[src/rtl/didactic_uart_pkg.sv]
// Shared constants and types for the didactic UART transmitter.
// Holds the APB register offsets, the reset baud divider and the TX FSM state type.
package didactic_uart_pkg;

  localparam logic [3:0] TXDATA_OFFS   = 4'h0;
  localparam logic [3:0] STATUS_OFFS   = 4'h4;
  localparam logic [3:0] BAUD_DIV_OFFS = 4'h8;

  localparam int unsigned DEFAULT_DIV = 68;
  localparam int unsigned DIV_W       = 16;

  typedef enum logic [2:0] {
    IDLE,
    START,
    DATA,
    PARITY,
    STOP
  } uart_tx_state_t;

endpackage

[src/rtl/didactic_uart_fifo.sv]
// Synchronous FIFO with first-word-fall-through read data.
// Ports: clk, rst (async, active-high), push/push_data, pop/pop_data,
//        full, empty, level (log2(DEPTH)+1 bits).
// A push is judged against the pre-pop level, so a push while full is dropped
// even if a pop happens in the same cycle.
module didactic_uart_fifo #(
  parameter int unsigned DEPTH = 8,
  parameter int unsigned WIDTH = 8
) (
  input  logic                     clk,
  input  logic                     rst,
  input  logic                     push,
  input  logic [WIDTH-1:0]         push_data,
  input  logic                     pop,
  output logic [WIDTH-1:0]         pop_data,
  output logic                     full,
  output logic                     empty,
  output logic [$clog2(DEPTH):0]   level
);

  localparam int unsigned AW = $clog2(DEPTH);
  localparam int unsigned LW = AW + 1;

  logic [WIDTH-1:0] mem [DEPTH];
  logic [AW-1:0]    wr_ptr_q;
  logic [AW-1:0]    rd_ptr_q;
  logic [LW-1:0]    level_q;
  logic             do_push;
  logic             do_pop;

  assign full     = (level_q == LW'(DEPTH));
  assign empty    = (level_q == '0);
  assign level    = level_q;
  assign do_push  = push & ~full;
  assign do_pop   = pop & ~empty;
  assign pop_data = mem[rd_ptr_q];

  // Storage array, no reset needed
  always_ff @(posedge clk) begin
    if (do_push) begin
      mem[wr_ptr_q] <= push_data;
    end
  end

  // Pointers wrap naturally since DEPTH is a power of two
  always_ff @(posedge clk or posedge rst) begin
    if (rst) begin
      wr_ptr_q <= '0;
      rd_ptr_q <= '0;
      level_q  <= '0;
    end else begin
      if (do_push) wr_ptr_q <= wr_ptr_q + AW'(1);
      if (do_pop)  rd_ptr_q <= rd_ptr_q + AW'(1);
      case ({do_push, do_pop})
        2'b10:   level_q <= level_q + LW'(1);
        2'b01:   level_q <= level_q - LW'(1);
        default: level_q <= level_q;
      endcase
    end
  end

endmodule

[src/rtl/didactic_uart_tx.sv]
// APB-programmable UART transmitter: TXDATA pushes bytes into a FIFO, the TX
// FSM serialises them LSB first as 8N1 frames (8E1 with the parity option).
// Ports: clk_in, reset (async, active-high), APB slave (psel, penable, pwrite,
//        paddr, pwdata, prdata, pready, pslverr), uart_tx, tx_empty_irq.
// Option macro: DIDACTIC_UART_TX_PARITY_EN inserts an even-parity bit.
module didactic_uart_tx #(
  parameter int unsigned FIFO_DEPTH  = 8,
  parameter int unsigned DEFAULT_DIV = didactic_uart_pkg::DEFAULT_DIV
) (
  input  logic        clk_in,
  input  logic        reset,
  input  logic        psel,
  input  logic        penable,
  input  logic        pwrite,
  input  logic [3:0]  paddr,
  input  logic [31:0] pwdata,
  output logic [31:0] prdata,
  output logic        pready,
  output logic        pslverr,
  output logic        uart_tx,
  output logic        tx_empty_irq
);

  import didactic_uart_pkg::*;

  localparam int unsigned LVL_W = $clog2(FIFO_DEPTH) + 1;

`ifdef DIDACTIC_UART_TX_PARITY_EN
  localparam logic PARITY_EN = 1'b1;
`else
  localparam logic PARITY_EN = 1'b0;
`endif

  logic             access;
  logic             bad_addr;
  logic             wr_txdata;
  logic             wr_baud;
  logic             fifo_pop;
  logic             fifo_full;
  logic             fifo_empty;
  logic [7:0]       fifo_rdata;
  logic [LVL_W-1:0] fifo_level;
  logic [DIV_W-1:0] baud_div_q;
  logic             unused_bits;

  uart_tx_state_t   state_q, state_d;
  logic [DIV_W-1:0] cnt_q, cnt_d;
  logic [DIV_W-1:0] div_q, div_d;
  logic [2:0]       idx_q, idx_d;
  logic [7:0]       data_q, data_d;
  logic             tx_q, tx_d;

  // APB decode; offsets 0xC and above are unmapped
  assign access    = psel & penable;
  assign bad_addr  = (paddr[3:2] == 2'b11);
  assign wr_txdata = access & pwrite & (paddr[3:2] == TXDATA_OFFS[3:2]);
  assign wr_baud   = access & pwrite & (paddr[3:2] == BAUD_DIV_OFFS[3:2]);
  assign pready    = 1'b1;
  assign pslverr   = access & (bad_addr | (wr_txdata & fifo_full));
  assign unused_bits = ^{paddr[1:0], pwdata[31:DIV_W]};

  // Read mux, zero outside the access phase
  always_comb begin
    prdata = '0;
    if (access && !pwrite) begin
      case (paddr[3:2])
        STATUS_OFFS[3:2]: begin
          prdata[0]    = fifo_full;
          prdata[1]    = fifo_empty;
          prdata[2]    = (state_q != IDLE);
          prdata[3]    = PARITY_EN;
          prdata[13:7] = 7'(fifo_level);
        end
        BAUD_DIV_OFFS[3:2]: prdata[DIV_W-1:0] = baud_div_q;
        default:            prdata = '0;
      endcase
    end
  end

  // Programmable divider; only sampled at frame start
  always_ff @(posedge clk_in or posedge reset) begin
    if (reset) begin
      baud_div_q <= DIV_W'(DEFAULT_DIV);
    end else if (wr_baud) begin
      baud_div_q <= pwdata[DIV_W-1:0];
    end
  end

  didactic_uart_fifo #(
    .DEPTH (FIFO_DEPTH),
    .WIDTH (8)
  ) u_fifo (
    .clk       (clk_in),
    .rst       (reset),
    .push      (wr_txdata),
    .push_data (pwdata[7:0]),
    .pop       (fifo_pop),
    .pop_data  (fifo_rdata),
    .full      (fifo_full),
    .empty     (fifo_empty),
    .level     (fifo_level)
  );

  // TX FSM state register
  always_ff @(posedge clk_in or posedge reset) begin
    if (reset) begin
      state_q <= IDLE;
      cnt_q   <= '0;
      div_q   <= '0;
      idx_q   <= '0;
      data_q  <= '0;
      tx_q    <= 1'b1;
    end else begin
      state_q <= state_d;
      cnt_q   <= cnt_d;
      div_q   <= div_d;
      idx_q   <= idx_d;
      data_q  <= data_d;
      tx_q    <= tx_d;
    end
  end

  // TX FSM next state; tx_d is the line level for the coming cycle
  always_comb begin
    state_d  = state_q;
    cnt_d    = cnt_q;
    div_d    = div_q;
    idx_d    = idx_q;
    data_d   = data_q;
    tx_d     = tx_q;
    fifo_pop = 1'b0;
    case (state_q)
      IDLE: begin
        tx_d = 1'b1;
        if (!fifo_empty) begin
          fifo_pop = 1'b1;
          data_d   = fifo_rdata;
          div_d    = baud_div_q;
          cnt_d    = baud_div_q;
          tx_d     = 1'b0;
          state_d  = START;
        end
      end
      START: begin
        if (cnt_q == '0) begin
          cnt_d   = div_q;
          idx_d   = '0;
          tx_d    = data_q[0];
          state_d = DATA;
        end else begin
          cnt_d = cnt_q - DIV_W'(1);
        end
      end
      DATA: begin
        if (cnt_q == '0) begin
          cnt_d = div_q;
          if (idx_q == 3'd7) begin
`ifdef DIDACTIC_UART_TX_PARITY_EN
            tx_d    = ^data_q;
            state_d = PARITY;
`else
            tx_d    = 1'b1;
            state_d = STOP;
`endif
          end else begin
            idx_d = idx_q + 3'd1;
            tx_d  = data_q[idx_d];
          end
        end else begin
          cnt_d = cnt_q - DIV_W'(1);
        end
      end
      PARITY: begin
        if (cnt_q == '0) begin
          cnt_d   = div_q;
          tx_d    = 1'b1;
          state_d = STOP;
        end else begin
          cnt_d = cnt_q - DIV_W'(1);
        end
      end
      STOP: begin
        if (cnt_q == '0) begin
          // Chain straight into the next frame when data is waiting
          if (!fifo_empty) begin
            fifo_pop = 1'b1;
            data_d   = fifo_rdata;
            div_d    = baud_div_q;
            cnt_d    = baud_div_q;
            tx_d     = 1'b0;
            state_d  = START;
          end else begin
            tx_d    = 1'b1;
            state_d = IDLE;
          end
        end else begin
          cnt_d = cnt_q - DIV_W'(1);
        end
      end
      default: begin
        tx_d    = 1'b1;
        state_d = IDLE;
      end
    endcase
  end

  assign uart_tx      = tx_q;
  assign tx_empty_irq = fifo_empty & (state_q == IDLE);

endmodule

[config.mk]
export PLATFORM = sky130hd
export DESIGN_NAME = didactic_uart_tx
export DESIGN_NICKNAME = d
export VERILOG_FILES = /design/src/rtl/didactic_uart_pkg.sv /design/src/rtl/didactic_uart_fifo.sv /design/src/rtl/didactic_uart_tx.sv
export SDC_FILE = /design/constraint.sdc
export NUM_CORES = 1
export LEC_CHECK = 0
export BUFFER_PORTS_ARGS = -buffer_cell sky130_fd_sc_hd__buf_2
export CORE_MARGIN = 5
export CORE_UTILIZATION = 50
export DETAILED_ROUTE_END_ITERATION = 7
export HOLD_SLACK_MARGIN = 0.03
export PLACE_DENSITY = 0.7
export SYNTH_ARGS = -nofsm -noshare
export SYNTH_HDL_FRONTEND = slang
export SYNTH_SLANG_ARGS = --single-unit
[constraint.sdc]
create_clock -name clk_in -period 4.6 [get_ports clk_in]
set_clock_uncertainty 0.05 [all_clocks]
set_input_delay 0.92 -clock clk_in [delete_from_list [all_inputs] [get_ports clk_in]]
set_output_delay 0.92 -clock clk_in [all_outputs]
set_load 0.02 [all_outputs]
==> key figures, run 1 <==
Power
  • Worst VDD drop: 0.000428 V
  • Static leakage: slightly above 3 nW
  • Total power per unit cell area: 631 nW/um^2

Synth
  • Yosys top cell by area: edfxtp_1
  • Post-synthesis instance area: 6790 sq um
  • Multiplexer fraction of the synthesized cell area: 0.124
  • Yosys warning total: 0
  • Compound-gate portion of the synthesized area: 0.103
  • Share of Yosys cell area claimed by the top area cell type: 0.283
  • Dominant register cell in the synthesized netlist: dfrtp_1
  • Post-synth cell types: between 60 and 70
  • Cells after synthesis: roughly 550
  • Largest cells by area after synthesis: edfxtp_1 (28%), dfrtp_1 (26%), mux4_2 (6.0%)
  • Post-Synth Adder-Cell Area: 0.0269
  • Flip-flop and latch count after synthesis: around 140
  • Proportion of synthesized flip-flops having asynchronous set or reset: 0.533
  • Mean cell area of the mapped netlist: roughly 12 sq um
  • Part of the Yosys area used for sequential elements: 0.553
  • Post-synthesis simple-gate area fraction: 0.116
  • Main combinational cell family by area after synthesis: multiplexers
  • Fraction of synthesized cell area in xor and xnor cells: 0.0232
  • Number of flops mapped to enable cells by yosys: 64

Timing
  • Slew at the pin closest to its max-slew limit: 1.08 ns
  • Number of setup violations in the final report: 0
  • Achievable frequency: 270 MHz
  • Normalized max-slew margin: 0.281
  • Final worst-path setup slack: roughly 0.90 ns
  • Final cycle utilization of the critical path: 0.805
  • Post-layout minimum cycle time: about 3.7 ns
  • Final slew viol count: 0
  • Unrepaired setup endpoints after global routing: false
  • Final TNS setup: 0 ns
  • Final Hold Viols: 0

Cells and area
  • Most frequent cells in the layout: dfrtp_1 (70), edfxtp_1 (64), nor2_1 (41), buf_2 (41), nand2_1 (39)
  • Area grow syn2layout: 13.1%
  • Number of nets in the final layout: 640
  • Final std cells w/o fill: about 770
  • Most frequent standard cell in the layout excluding fill and tap cells: dfrtp_1
  • Share of layout cells above drive strength 1: 0.244
  • Filler Cells Inserted: 1065
  • Number of diodes added for antenna fixing: 0

Clock tree
  • Setup fix buffers added after clock tree synthesis: 0
  • Maximum clock insertion buffer count: 2
  • CTS tree: yes
  • CTS clk-pin slew, worst paths: around 0.070 ns
  • Clock tree sinks: around 140
  • Count of hold-fix buffers inserted at cts: 0
  • Latest clock arrival within the worst-skew pair: 0.42 ns
  • Number of gates given a new drive strength after cts: 0
  • Level count of the clock H-tree: 4
  • Number of buffers inserted during clock tree synthesis: 17
  • Root Driver: clkbuf_16

Setup path
  • Cells on worst reg2reg path: 12
  • Req. time, crit path: around 4.9 ns
  • Slack of the worst reg-to-reg path: ~0.9 ns
  • Origin of the critical flop-to-flop path: cnt_q[0]$_DFFE_PP0P_
  • Crit path capture type: flop
  • Maximum net fanout on the critical path: 39
  • Arrival time worst endpoint: roughly 4.0 ns
  • Type of the worst setup path: reg2reg
  • Capturing point of the worst reg2reg path: u_fifo.level[3]$_DFFE_PP0P_
  • Element type at the critical path start: flop

GRT
  • Largest net degree at the start of global routing: 46
  • Global-route wire length before repair: between 20000 and 25000 um
  • Overall routing resource usage: 0.194
  • Remaining global-route overflow: 0
  • Via count of the first global-routing pass: ~4600
  • Antenna violations before repair: 0

Place
  • Placed instance count: 742
  • Placed wire-length estimate after detailed placement: 9850 um
  • Number of I/O port buffers: 41
  • Global placement routability congestion: 0.910
  • Placement-stage worst setup slack: between 0.8 and 0.9 ns

Hold path
  • Endpoint of the worst hold-timing path: u_fifo.wr_ptr_q[2]$_DFFE_PP0P_
  • Min-delay worst type: reg2reg
  • Hold path start: u_fifo.wr_ptr_q[2]$_DFFE_PP0P_
  • Instance count along the most critical hold path: 1

Drt
  • Detailed-route DRC error count: 0
  • Via count: about 4600
  • Number of optimization iterations in the first detailed-route pass: 5
  • Wire per inst: roughly 19 um
  • Post-route ant nets: 0
  • Post-detailed-route via-to-cell ratio: slightly below 6
  • Post-Route WL: around 15000 um
  • First DRT Iteration DRCs: around 350

Status
  • Status: finished, final reports clean

Run
  • Max-capacitance violation count: 0

Floorplan
  • Top-Level Pins: 77
  • Total number of placement rows: between 40 and 50
  • Core Footprint: approximately 13000 sq um
  • Floorplan die width: ~130 um
  • Die height: approximately 130 um
  • Total die area: approximately 16000 sq um
  • Effective utilization at floorplan: 0.510
[how the worst max path moves through the flow]
stage / start / end / slack, ns / cells after the start
floorplan: cnt_q[0]$_DFFE_PP0P_ / u_fifo.level[3]$_DFFE_PP0P_ / 1.04 / 15
finish: cnt_q[0]$_DFFE_PP0P_ / u_fifo.level[3]$_DFFE_PP0P_ / 0.90 / 12
CTS: cnt_q[0]$_DFFE_PP0P_ / u_fifo.level[3]$_DFFE_PP0P_ / 0.90 / 12
global route: cnt_q[0]$_DFFE_PP0P_ / u_fifo.level[3]$_DFFE_PP0P_ / 0.70 / 12
detailed placement: cnt_q[0]$_DFFE_PP0P_ / u_fifo.level[3]$_DFFE_PP0P_ / 0.90 / 12
global placement: cnt_q[0]$_DFFE_PP0P_ / u_fifo.level[3]$_DFFE_PP0P_ / 0.97 / 12
[report_power, final]
group          internal, mW  switching, mW  total [mW]
clock                 0.833          0.595        1.43
combinational         0.734          0.744        1.48
sequential             1.55          0.384        1.94
total                  3.12           1.72        4.84
[flip-flops by register name, summed over array words and instances (netlist names)]
register and flops:
cnt_q 16, u_fifo.level 4, data_q 8, div_q 16
uart_tx 1, idx_q 3, u_fifo.wr_ptr_q 3, u_fifo.rd_ptr_q 3
u_fifo.mem 64, baud_div_q 16, state_q 3
[Yosys cell counts, types with 3 or more instances]
| cell | instances |
|---|---|
| o2111ai_1 | 3 |
| nand4_1 | 4 |
| o21ai_0 | 15 |
| clkbuf_1 | 16 |
| edfxtp_1 | 64 |
| mux2i_1 | 10 |
| a21o_1 | 5 |
| dfstp_2 | 3 |
| and3_1 | 11 |
| buf_6 | 5 |
| or4_1 | 6 |
| ha_1 | 13 |
| o211ai_1 | 5 |
| a211o_1 | 5 |
| nor2_1 | 41 |
| nand2_1 | 39 |
| xnor2_1 | 13 |
| dfrtp_1 | 70 |
| o22ai_1 | 4 |
| mux4_2 | 18 |
| buf_4 | 19 |
| nor4_1 | 7 |
| nor3_1 | 10 |
| inv_1 | 15 |
| o21ai_1 | 3 |
| a22oi_1 | 8 |
| mux2_2 | 30 |
| nand2b_1 | 8 |
| xor2_1 | 5 |
| nand3_1 | 14 |
| buf_2 | 7 |
| a21oi_1 | 25 |
[critical path, cell delays in order (launching register included)]
cell and delay, ns:
dfrtp_1 0.48, inv_1 0.12, ha_1 0.14, or4b_2 0.64
or4_4 0.74, a21boi_4 0.25, ha_1 0.21, ha_1 0.24
a21o_1 0.18, a21oi_1 0.16, xnor2_1 0.14, nor2_1 0.07
xor2_1 0.14
[metal layers]
metal  track usage  up-vias  part of all wire
met2         0.300      182              0.47
met3        0.0496       26             0.069
met4        0.0669        0             0.018
met5             0        -                 0
li1              -     2103                 -
met1         0.268     2283              0.45
[per-stage QoR]
step	hold slack [ns]	power [mW]	util	area, sq um
finish	0.445	4.84	0.577	7670
floorplan	0.407	3.08	-	6840
global route	0.480	5.13	0.577	7670
detailed placement	0.436	3.42	0.530	7040
global placement	0.424	3.35	0.530	7040
CTS	0.449	4.85	0.577	7670
[cell type report]
class                      count  area [sq um]  area share
clock buffer                  17           425      0.0554
tap                          176           220      0.0287
sequential                   137          3750       0.489
inverter                      15          56.3     0.00734
clock inverter                15           205      0.0267
timing repair buffer          49           265      0.0346
multi-input combinational    365          2750       0.358
[cell families after synthesis]
kind of cell,count (synthesis)
xor gates and xnor gates,18
buffers and inverters,64
and+or+nand+nor,156
AOI/OAI and AO/OA,102
DFF,137
muxes,58
other,2
adders and majority gates,14
No activity file was read; power rests on OpenSTA's default activity.
==> inputs of run 2 (changes only) <==
- PLACE_DENSITY: 0.7 -> 0.73
- clock period: 4.6 -> 3.4 ns (I/O delays scaled with it)
==> key figures, run 2 (synthesis gave the netlist of run 1 again) <==
Status
  • Status: finished, final reports clean

Timing
  • Final slew viol count: 0 (unchanged)
  • Achievable frequency: 311 MHz (+15%)
  • Post-layout minimum cycle time: 3.22 ns (-0.482 ns)
  • Final cycle utilization of the critical path: 0.947 (+0.142)
  • Final TNS setup: 0 ns (unchanged)
  • Normalized max-slew margin: 0.431 (+0.150)
  • Slew at the pin closest to its max-slew limit: 0.846 ns (-0.233 ns)
  • Number of setup violations in the final report: 0 (unchanged)
  • Final worst-path setup slack: 0.182 ns (-0.718 ns)
  • Unrepaired setup endpoints after global routing: false
  • Worst hold margin: 0.267 ns (-0.178 ns)
  • Final Hold Viols: 0 (unchanged)

Clock tree
  • Number of buffers inserted during clock tree synthesis: 17 (unchanged)
  • Latest clock arrival within the worst-skew pair: 0.42 ns (about the same)
  • Maximum clock insertion buffer count: 2 (unchanged)
  • Root Driver: clkbuf_16
  • Level count of the clock H-tree: 4 (unchanged)
  • Setup fix buffers added after clock tree synthesis: 0 (unchanged)
  • Count of hold-fix buffers inserted at cts: 0 (unchanged)
  • CTS tree: yes
  • Clock tree sinks: 137 (unchanged)
  • CTS clk-pin slew, worst paths: 0.06 ns (about the same)
  • Number of gates given a new drive strength after cts: 0 (unchanged)

Cells and area
  • Most frequent standard cell in the layout excluding fill and tap cells: dfrtp_1
  • Most frequent cells in the layout: dfrtp_1 (70), edfxtp_1 (64), nor2_1 (41), buf_2 (41), nand2_1 (39)
  • Number of nets in the final layout: 663 (+3.6%)
  • Area grow syn2layout: 15.0%
  • Number of diodes added for antenna fixing: 0 (unchanged)
  • Register with the most flip-flops: u_fifo.mem
  • Number of flip-flops under the largest register name: 64 (unchanged)
  • Share of layout cells above drive strength 1: 0.272 (+0.0280)

GRT
  • Remaining global-route overflow: 0 (unchanged)
  • Via count of the first global-routing pass: 4615 (-0.71%)
  • Largest net degree at the start of global routing: 48 (+4.3%)
  • Global-route wire length before repair: 24500 um (-0.25%)
  • Overall routing resource usage: 0.195 (+0.00180)
  • Antenna violations before repair: 0 (unchanged)

Power
  • Static leakage: 3.19 nW (+2.5%)
  • Worst VDD drop: 0.000547 V (+28%)
  • Switching Fraction: 0.354 (-0.00160)
  • Internal power summed over all cells: 4.19 mW (+34%)
  • Clock power frac: 0.271 (-0.024)
  • Portion of total power attributed to combinational logic: 0.339 (+0.034)
  • Final Power: 6.48 mW (+34%)
  • Sequential share of power: 0.390 (-0.010)
  • Total power per unit cell area: 831 nW/um^2 (+32%)
  • Net switching power of the design: 2.30 mW (+33%)

Floorplan
  • Effective utilization at floorplan: 0.510 (unchanged)
  • Total number of placement rows: 42 (unchanged)
  • Die height: 127 um (unchanged)
  • Top-Level Pins: 77 (unchanged)
  • Total die area: 16000 sq um (unchanged)
  • Floorplan die width: 127 um (unchanged)
  • Core Footprint: 13300 sq um (unchanged)

Drt
  • Post-detailed-route via-to-cell ratio: 5.91 (-0.37%)
  • First DRT Iteration DRCs: 304 (-13%)
  • Post-route ant nets: 0 (unchanged)
  • Via count: 4713 (+2.6%)
  • Number of optimization iterations in the first detailed-route pass: 5 (unchanged)
  • Detailed-route DRC error count: 0 (unchanged)
  • Post-Route WL: 15000 um (+1.3%)
  • Wire per inst: 18.8 um (-1.7%)

Place
  • Placement-stage worst setup slack: 0.184 ns (-0.714 ns)
  • Placed wire-length estimate after detailed placement: 10200 um (+3.2%)
  • Number of I/O port buffers: 41 (unchanged)
  • Global placement routability congestion: 0.909 (-0.13%)

Setup path
  • Req. time, crit path: 3.65 ns (-1.20 ns)
  • Delay of the slowest cell on the worst path: 0.65 ns (-0.09 ns)
  • Element type at the critical path start: flop
  • Cell at the slowest stage of the critical path: or4b_2
  • Category of cells accounting for the largest share of critical-path delay: simple AND/OR/NAND/NOR gates
  • Sum of buffers and inverters on the critical path: 1 (unchanged)
  • Crit path capture type: flop
  • Arrival time worst endpoint: 3.47 ns (-0.48 ns)
  • Type of the worst setup path: reg2reg
  • Maximum net fanout on the critical path: 5 (-87%)
  • Most prevalent standard cell on the critical path: ha_1
  • Cell breakdown of the critical path: inv_1 -> ha_1 -> or4b_2 -> or4_4 -> a21boi_4 -> ha_2 -> ha_1 -> a21o_1 -> a21oi_2 -> xnor2_1 -> nor2_1 -> xor2_1

Hold path
  • Min-delay worst type: in2async

Run
  • Max-capacitance violation count: 0 (unchanged)
==> run 2: changes by cell type in the layout (fill, tap and decap cells not counted) <==
cell / delta
clkbuf_1: +1
buf_12: +1
clkinv_8: -3
clkinvlp_4: +3
bufinv_16: -1
ha_2: +1
inv_6: +3
clkinv_1: +1
buf_4: +22
inv_8: -3
ha_1: -1
a21oi_1: -1
clkinv_4: -1
a21oi_2: +1
==> run 2: per-layer routing <==
layer	vias up	global-route usage	part of all wire
met5	-	0	0
met4	0	0.0637	0.021
met3	31	0.0446	0.074
met2	228	0.307	0.47
met1	2315	0.272	0.43
li1	2139	-	-
==> run 2: area by class of cell <==
cell class              instances  area [sq um]
fillers                      1026          5490
flip-flops and latches        137          3750
multi-input cells             365          2760
repair buffers                 72           450
clock buffers                  18           429
well taps                     176           220
clock inverters                14           136
inverters                      15          56.3
==> run 2: power by group through the flow <==
stage / logic (mW) / clock network [mW] / registers (mW)
2_1_floorplan: 1.83 / 0 / 2.35
3_3_place_gp: 2.10 / 0 / 2.53
3_5_place_dp: 2.16 / 0 / 2.54
4_1_cts: 2.19 / 1.77 / 2.52
5_1_grt: 2.41 / 1.85 / 2.59
6_report: 2.20 / 1.75 / 2.53
==> run 2: per-stage QoR <==
stage          cell area (sq um)  utilization  cells
6_report                    7800        0.587    797
3_3_place_gp                7240        0.544    765
2_1_floorplan               6860            -    566
3_5_place_dp                7240        0.544    765
4_1_cts                     7800        0.587    797
5_1_grt                     7800        0.587    797
==> run 2: path summary, 6_finish.rpt <==
| check | to | slack, ns | cells after the start | startpoint |
|---|---|---|---|---|
| max | u_fifo.level[3]$_DFFE_PP0P_ | 0.18 | 12 | cnt_q[1]$_DFFE_PP0P_ |
| min | u_fifo.level[1]$_DFFE_PP0P_ | 0.27 | 2 | reset |
| max reg2reg | u_fifo.level[3]$_DFFE_PP0P_ | 0.18 | 12 | cnt_q[1]$_DFFE_PP0P_ |
| min reg2reg | u_fifo.wr_ptr_q[2]$_DFFE_PP0P_ | 0.44 | 1 | u_fifo.wr_ptr_q[2]$_DFFE_PP0P_ |
| max in group asynchronous | uart_tx$_DFFE_PP1P_ | 2.32 | 3 | reset |
| min in group clk_in | u_fifo.wr_ptr_q[2]$_DFFE_PP0P_ | 0.44 | 1 | u_fifo.wr_ptr_q[2]$_DFFE_PP0P_ |
